File: src/rtl/up_down_counter_param_if.sv
// up_down_counter_param_if: control and status bundle of the parametrised up/down counter.
interface up_down_counter_param_if #(
  parameter int WIDTH  = 8,
  parameter int STEP_W = 1
);
  logic              en;
  logic              up;
  logic              down;
  logic [STEP_W-1:0] step;
  logic              load;
  logic [WIDTH-1:0]  load_val;
  logic              clear;
  logic [WIDTH-1:0]  count;
  logic              at_zero;
  logic              at_max;
  logic              ovf;
  logic              unf;
  modport master (output en, up, down, step, load, load_val, clear,
                  input  count, at_zero, at_max, ovf, unf);
  modport slave  (input  en, up, down, step, load, load_val, clear,
                  output count, at_zero, at_max, ovf, unf);
endinterface

File: src/rtl/up_down_counter_param.sv
// up_down_counter_param: width/modulus-generic up/down counter with variable step, load/clear,
// wrap or saturate mode, terminal flags and registered overflow/underflow pulses.
module up_down_counter_param #(
  parameter int WIDTH    = 8,
  parameter int MAX_VAL  = 2**WIDTH-1,
  parameter int SATURATE = 0,
  parameter int STEP_W   = 1
) (
  input logic                   clk,
  input logic                   reset,
  up_down_counter_param_if.slave bus
);
  localparam logic [WIDTH:0] LP_MAX = (WIDTH+1)'(MAX_VAL);
  localparam logic [WIDTH:0] LP_LIM = LP_MAX + 1'b1;
  logic [WIDTH-1:0] r_count, w_count_nxt;
  logic             r_ovf, r_unf, w_ovf_nxt, w_unf_nxt;
  logic [WIDTH:0]   w_cnt, w_step, w_sum, w_up_val, w_dn_val, w_ld_val;
  logic             w_over, w_under, w_do_up, w_do_dn;
  // Everything is computed one bit wider than the count so a step past MAX_VAL is never truncated.
  assign w_cnt    = {1'b0, r_count};
  assign w_step   = {{(WIDTH+1-STEP_W){1'b0}}, bus.step};
  assign w_sum    = w_cnt + w_step;
  assign w_over   = w_sum > LP_MAX;
  assign w_under  = w_step > w_cnt;
  assign w_up_val = w_over ? (SATURATE != 0 ? LP_MAX : w_sum - LP_LIM) : w_sum;
  assign w_dn_val = w_under ? (SATURATE != 0 ? '0 : w_cnt + LP_LIM - w_step) : w_cnt - w_step;
  assign w_ld_val = {1'b0, bus.load_val} > LP_MAX ? LP_MAX : {1'b0, bus.load_val};
  assign w_do_up  = bus.en & bus.up & ~bus.down;
  assign w_do_dn  = bus.en & bus.down & ~bus.up;
  always_comb begin
    w_count_nxt = bus.clear ? '0 :
                  bus.load  ? w_ld_val[WIDTH-1:0] :
                  w_do_up   ? w_up_val[WIDTH-1:0] :
                  w_do_dn   ? w_dn_val[WIDTH-1:0] : r_count;
    w_ovf_nxt   = ~bus.clear & ~bus.load & w_do_up & w_over;
    w_unf_nxt   = ~bus.clear & ~bus.load & w_do_dn & w_under;
  end
  always_ff @(posedge clk or negedge reset) begin
    if (!reset) begin
      r_count <= '0;
      r_ovf   <= 1'b0;
      r_unf   <= 1'b0;
    end else begin
      r_count <= w_count_nxt;
      r_ovf   <= w_ovf_nxt;
      r_unf   <= w_unf_nxt;
    end
  end
  assign bus.count   = r_count;
  assign bus.at_zero = r_count == '0;
  assign bus.at_max  = r_count == LP_MAX[WIDTH-1:0];
  assign bus.ovf     = r_ovf;
  assign bus.unf     = r_unf;
endmodule

File: src/flat_wrapper.sv
// flat-port wrapper written by rule: the top's interface ports become plain ports
module up_down_counter_param_flat 
#(
  parameter int WIDTH    = 8,
  parameter int MAX_VAL  = 2**WIDTH-1,
  parameter int SATURATE = 0,
  parameter int STEP_W   = 1
)
  (clk, reset, bus_en, bus_up, bus_down, bus_step, bus_load, bus_load_val, bus_clear, bus_count, bus_at_zero, bus_at_max, bus_ovf, bus_unf);
  up_down_counter_param_if #(.WIDTH(WIDTH), .STEP_W(STEP_W)) bus_i ();
  input logic clk;
  input logic reset;
  input wire logic [$bits(bus_i.en)-1:0] bus_en;
  input wire logic [$bits(bus_i.up)-1:0] bus_up;
  input wire logic [$bits(bus_i.down)-1:0] bus_down;
  input wire logic [$bits(bus_i.step)-1:0] bus_step;
  input wire logic [$bits(bus_i.load)-1:0] bus_load;
  input wire logic [$bits(bus_i.load_val)-1:0] bus_load_val;
  input wire logic [$bits(bus_i.clear)-1:0] bus_clear;
  output wire logic [$bits(bus_i.count)-1:0] bus_count;
  output wire logic [$bits(bus_i.at_zero)-1:0] bus_at_zero;
  output wire logic [$bits(bus_i.at_max)-1:0] bus_at_max;
  output wire logic [$bits(bus_i.ovf)-1:0] bus_ovf;
  output wire logic [$bits(bus_i.unf)-1:0] bus_unf;
  assign bus_i.en = bus_en;
  assign bus_i.up = bus_up;
  assign bus_i.down = bus_down;
  assign bus_i.step = bus_step;
  assign bus_i.load = bus_load;
  assign bus_i.load_val = bus_load_val;
  assign bus_i.clear = bus_clear;
  assign bus_count = bus_i.count;
  assign bus_at_zero = bus_i.at_zero;
  assign bus_at_max = bus_i.at_max;
  assign bus_ovf = bus_i.ovf;
  assign bus_unf = bus_i.unf;
  up_down_counter_param #(.WIDTH(WIDTH), .MAX_VAL(MAX_VAL), .SATURATE(SATURATE), .STEP_W(STEP_W)) u_core (.clk(clk), .reset(reset), .bus(bus_i));
endmodule
File: config.mk
export PLATFORM = sky130hd
export DESIGN_NAME = up_down_counter_param_flat
export DESIGN_NICKNAME = d
export VERILOG_FILES = /design/src/rtl/up_down_counter_param_if.sv /design/src/rtl/up_down_counter_param.sv /design/src/flat_wrapper.sv
export SDC_FILE = /design/constraint.sdc
export NUM_CORES = 1
export LEC_CHECK = 0
export CORE_UTILIZATION = 42
export CTS_BUF_LIST = sky130_fd_sc_hd__clkbuf_2
export DETAILED_ROUTE_END_ITERATION = 16
export PLACE_DENSITY = 0.86
export SYNTH_ARGS = -nofsm -noshare
export SYNTH_HDL_FRONTEND = slang
export SYNTH_SLANG_ARGS = --single-unit
export TNS_END_PERCENT = 5
File: constraint.sdc
create_clock -name clk -period 2.1 [get_ports clk]
set_clock_uncertainty 0.1 [all_clocks]
set_input_delay 0.525 -clock clk [delete_from_list [all_inputs] [get_ports clk]]
set_output_delay 0.525 -clock clk [all_outputs]
set_load 0.005 [all_outputs]
==> impl_metrics.tcl <==
set metrics [dict create \
    place_ws_ns -0.577 \
    worst_slew_pin_slew_ns 0.483 \
    slew_violations 0 \
    postRouteAntennaNets 0 \
    yosysTopAreaCellShare 0.296 \
    first_iter_violations 26 \
    die_width_um 46.9 \
    ys_seq_area_frac 0.296 \
    crit_fanout 2 \
    hold_class "input port to asynchronous set/reset pin" \
    maxCapViolCount 0 \
    fin_util 0.740 \
    fin_ws_ns -0.0296 \
    syn_area_per_cell_um2 8.46 \
    fp.dieArea_um2 2200 \
    ys.flop_type "dfrtp_1" \
    max_freq_mhz 470 \
    cts-root-buf "clkbuf_2" \
    vias 1010 \
    cts_tree "done" \
    synth.most_common_cell "nand2_1" \
    critPathLaunchType "flop" \
    fillers 143 \
    final_nets 168 \
    worstSetupPathType "flop to flop" \
    numCtsBuffers 3 \
    ys_warn_count 0 \
    cts_buffer_depth 2 \
    hold_buffers 0 \
    maxSlewHeadroom 0.677 \
    grt_overflow 0 \
    drcViolationCount 0 \
    holdWs_ns 0.461 \
    clkTransAtPathRegs_ns 0.11 \
    cp_data_arrival_time_ns 2.24 \
    syn-instance-count 100 \
    period_needed_ns 2.13 \
    track_usage 0.263 \
    synth_top_area_cell "dfrtp_1" \
    portBuffers 27 \
    ys_async_sr_fraction 1.00 \
    io_pins 28 \
    end_kind "flop" \
    core-area_um2 1800 \
    area_delta_synth_final_pct 57.5 \
    synthTopCellsByCount "nand2_1 (11), dfrtp_1 (10)" \
    synth_seq_cells 10 \
    drt_wl_total_mm 2.75 \
    synth_area_leaders "dfrtp_1 (30%), ha_1 (5.9%), nand2_1 (4.9%)" \
    finalCritPeriodShare 1.01 \
    die_h_um 46.9 \
    synthesis.area_um2 846 \
    gp_congestion 0.876 \
    wl_per_cell_um 16.0 \
    grt_pass1_wl_mm 4.02 \
    diodes 0 \
    hpwl_mm 2.00 \
    synth_nets 120 \
    cts-htree-levels 1 \
    synthDistinctLibCells 39 \
    finalHoldViolCount 0 \
    rsz0062_at_grt "yes" \
    pwr_density_cell_nw_per_um2 475 \
    viasPerCell 5.87 \
    violations "setup timing" \
    outcome "finished, violations left" \
    ir_drop_uv 308 \
    synth_edf_count 0 \
    clock_sinks 10 \
    grt_antenna_before_repair 0 \
    setup_viol 1 \
    leakage_uw 0.000574 \
    drive_above_1_share 0.279 \
    grt_start_max_net_pins 13 \
    initial_core_util 0.469 \
    first_global_vias 915 \
    cp_data_required_time_ns 2.21 \
    num_rows 15 \
    clock_latency_ns 0.28 \
    first_pass_iters 4 \
]
[registers in the layout, indices dropped and copies added, names as in the netlist]
signal and count:
u_core.bus.count 8, u_core.bus.ovf 1, u_core.bus.unf 1
[worst max-delay path: stages, from the launching register on]
cell      delay, ns
dfrtp_1        0.41
inv_2          0.10
ha_4           0.14
ha_2           0.18
or3b_4         0.37
or4_4          0.43
a211oi_2       0.21
nand3b_1       0.12
[power by group]
part	internal (uW)	switching [uW]
registers	209	17.6
logic	160	130
clock network	41.3	75.2
[path summary, 6_finish.rpt]
check                                          from             endpoint  slack (ns)  depth (start not counted)
worst max-delay path            u_core.bus.count[0]  u_core.bus.count[6]       -0.03                          7
worst min-delay path                          reset       u_core.bus.unf        0.46                          1
worst max register to register  u_core.bus.count[0]  u_core.bus.count[6]       -0.03                          7
worst min register to register  u_core.bus.count[6]       u_core.bus.unf        0.53                          3
max in group asynchronous                     reset  u_core.bus.count[4]        1.11                          1
min in group clk                u_core.bus.count[6]       u_core.bus.unf        0.53                          3
[through the flow]
stage | power [uW] | instance area [um2] | TNS [ns] | instances
6_report | 633 | 1330 | -0.0296 | 172
4_1_cts | 618 | 1310 | -0.142 | 171
5_1_grt | 663 | 1330 | -0.0861 | 172
2_1_floorplan | 343 | 846 | 0 | 100
3_3_place_gp | 481 | 1270 | -1.41 | 166
3_5_place_dp | 492 | 1270 | -1.87 | 166
[cell families (layout without fill, tap and decap cells)]
family / after synthesis / count (layout) / synth area share
buf+inv: 11 / 58 / 0.0592
compound gates: 21 / 21 / 0.183
fa+ha+maj: 4 / 4 / 0.0592
mux: 4 / 4 / 0.0503
xor+xnor: 2 / 2 / 0.0207
flops: 10 / 10 / 0.296
simple gates: 48 / 48 / 0.331
[cell type report]
class | instances | area [um2] | share of cell area
flip-flops and latches | 10 | 250 | 0.188
clock inverters | 1 | 3.75 | 0.00282
inverters | 4 | 15.0 | 0.0113
well taps | 25 | 31.3 | 0.0235
clock buffers | 3 | 15.0 | 0.0113
multi-input cells | 79 | 589 | 0.442
repair buffers | 50 | 428 | 0.321
[cells in the final DEF, fill, tap and decap left out, types with 2 or more instances in the layout]
cell type	netlist	final
clkbuf_2	0	5
buf_4	0	23
mux2i_1	2	2
nand3b_1	2	2
nand3_1	5	5
o21ai_0	2	2
a22o_1	2	2
clkdlybuf4s50_1	0	24
nand4_1	4	4
nor3b_1	3	3
inv_1	4	3
or3_1	3	3
o2bb2ai_1	2	2
nand2_1	11	11
o31ai_1	4	4
a21oi_1	5	5
nor2_1	5	5
mux2_2	2	2
ha_1	4	2
dfrtp_1	10	10
and3b_1	2	2
[routing by layer]
layer / vias up / GRT usage / wire length (um)
met2: 50 / 0.478 / 1300
met1: 477 / 0.324 / 1180
met4: 0 / 0.0914 / 72
met3: 10 / 0.0231 / 195
met5: - / 0 / 0
li1: 473 / - / -
[timing repair]
action | in CTS | in global routing
buffers inserted | 1 | 1
resized for setup | 9 | 10
pin swaps | 1 | 2
setup endpoints to repair | 5 | 4
No activity file was read; power rests on OpenSTA's default activity.
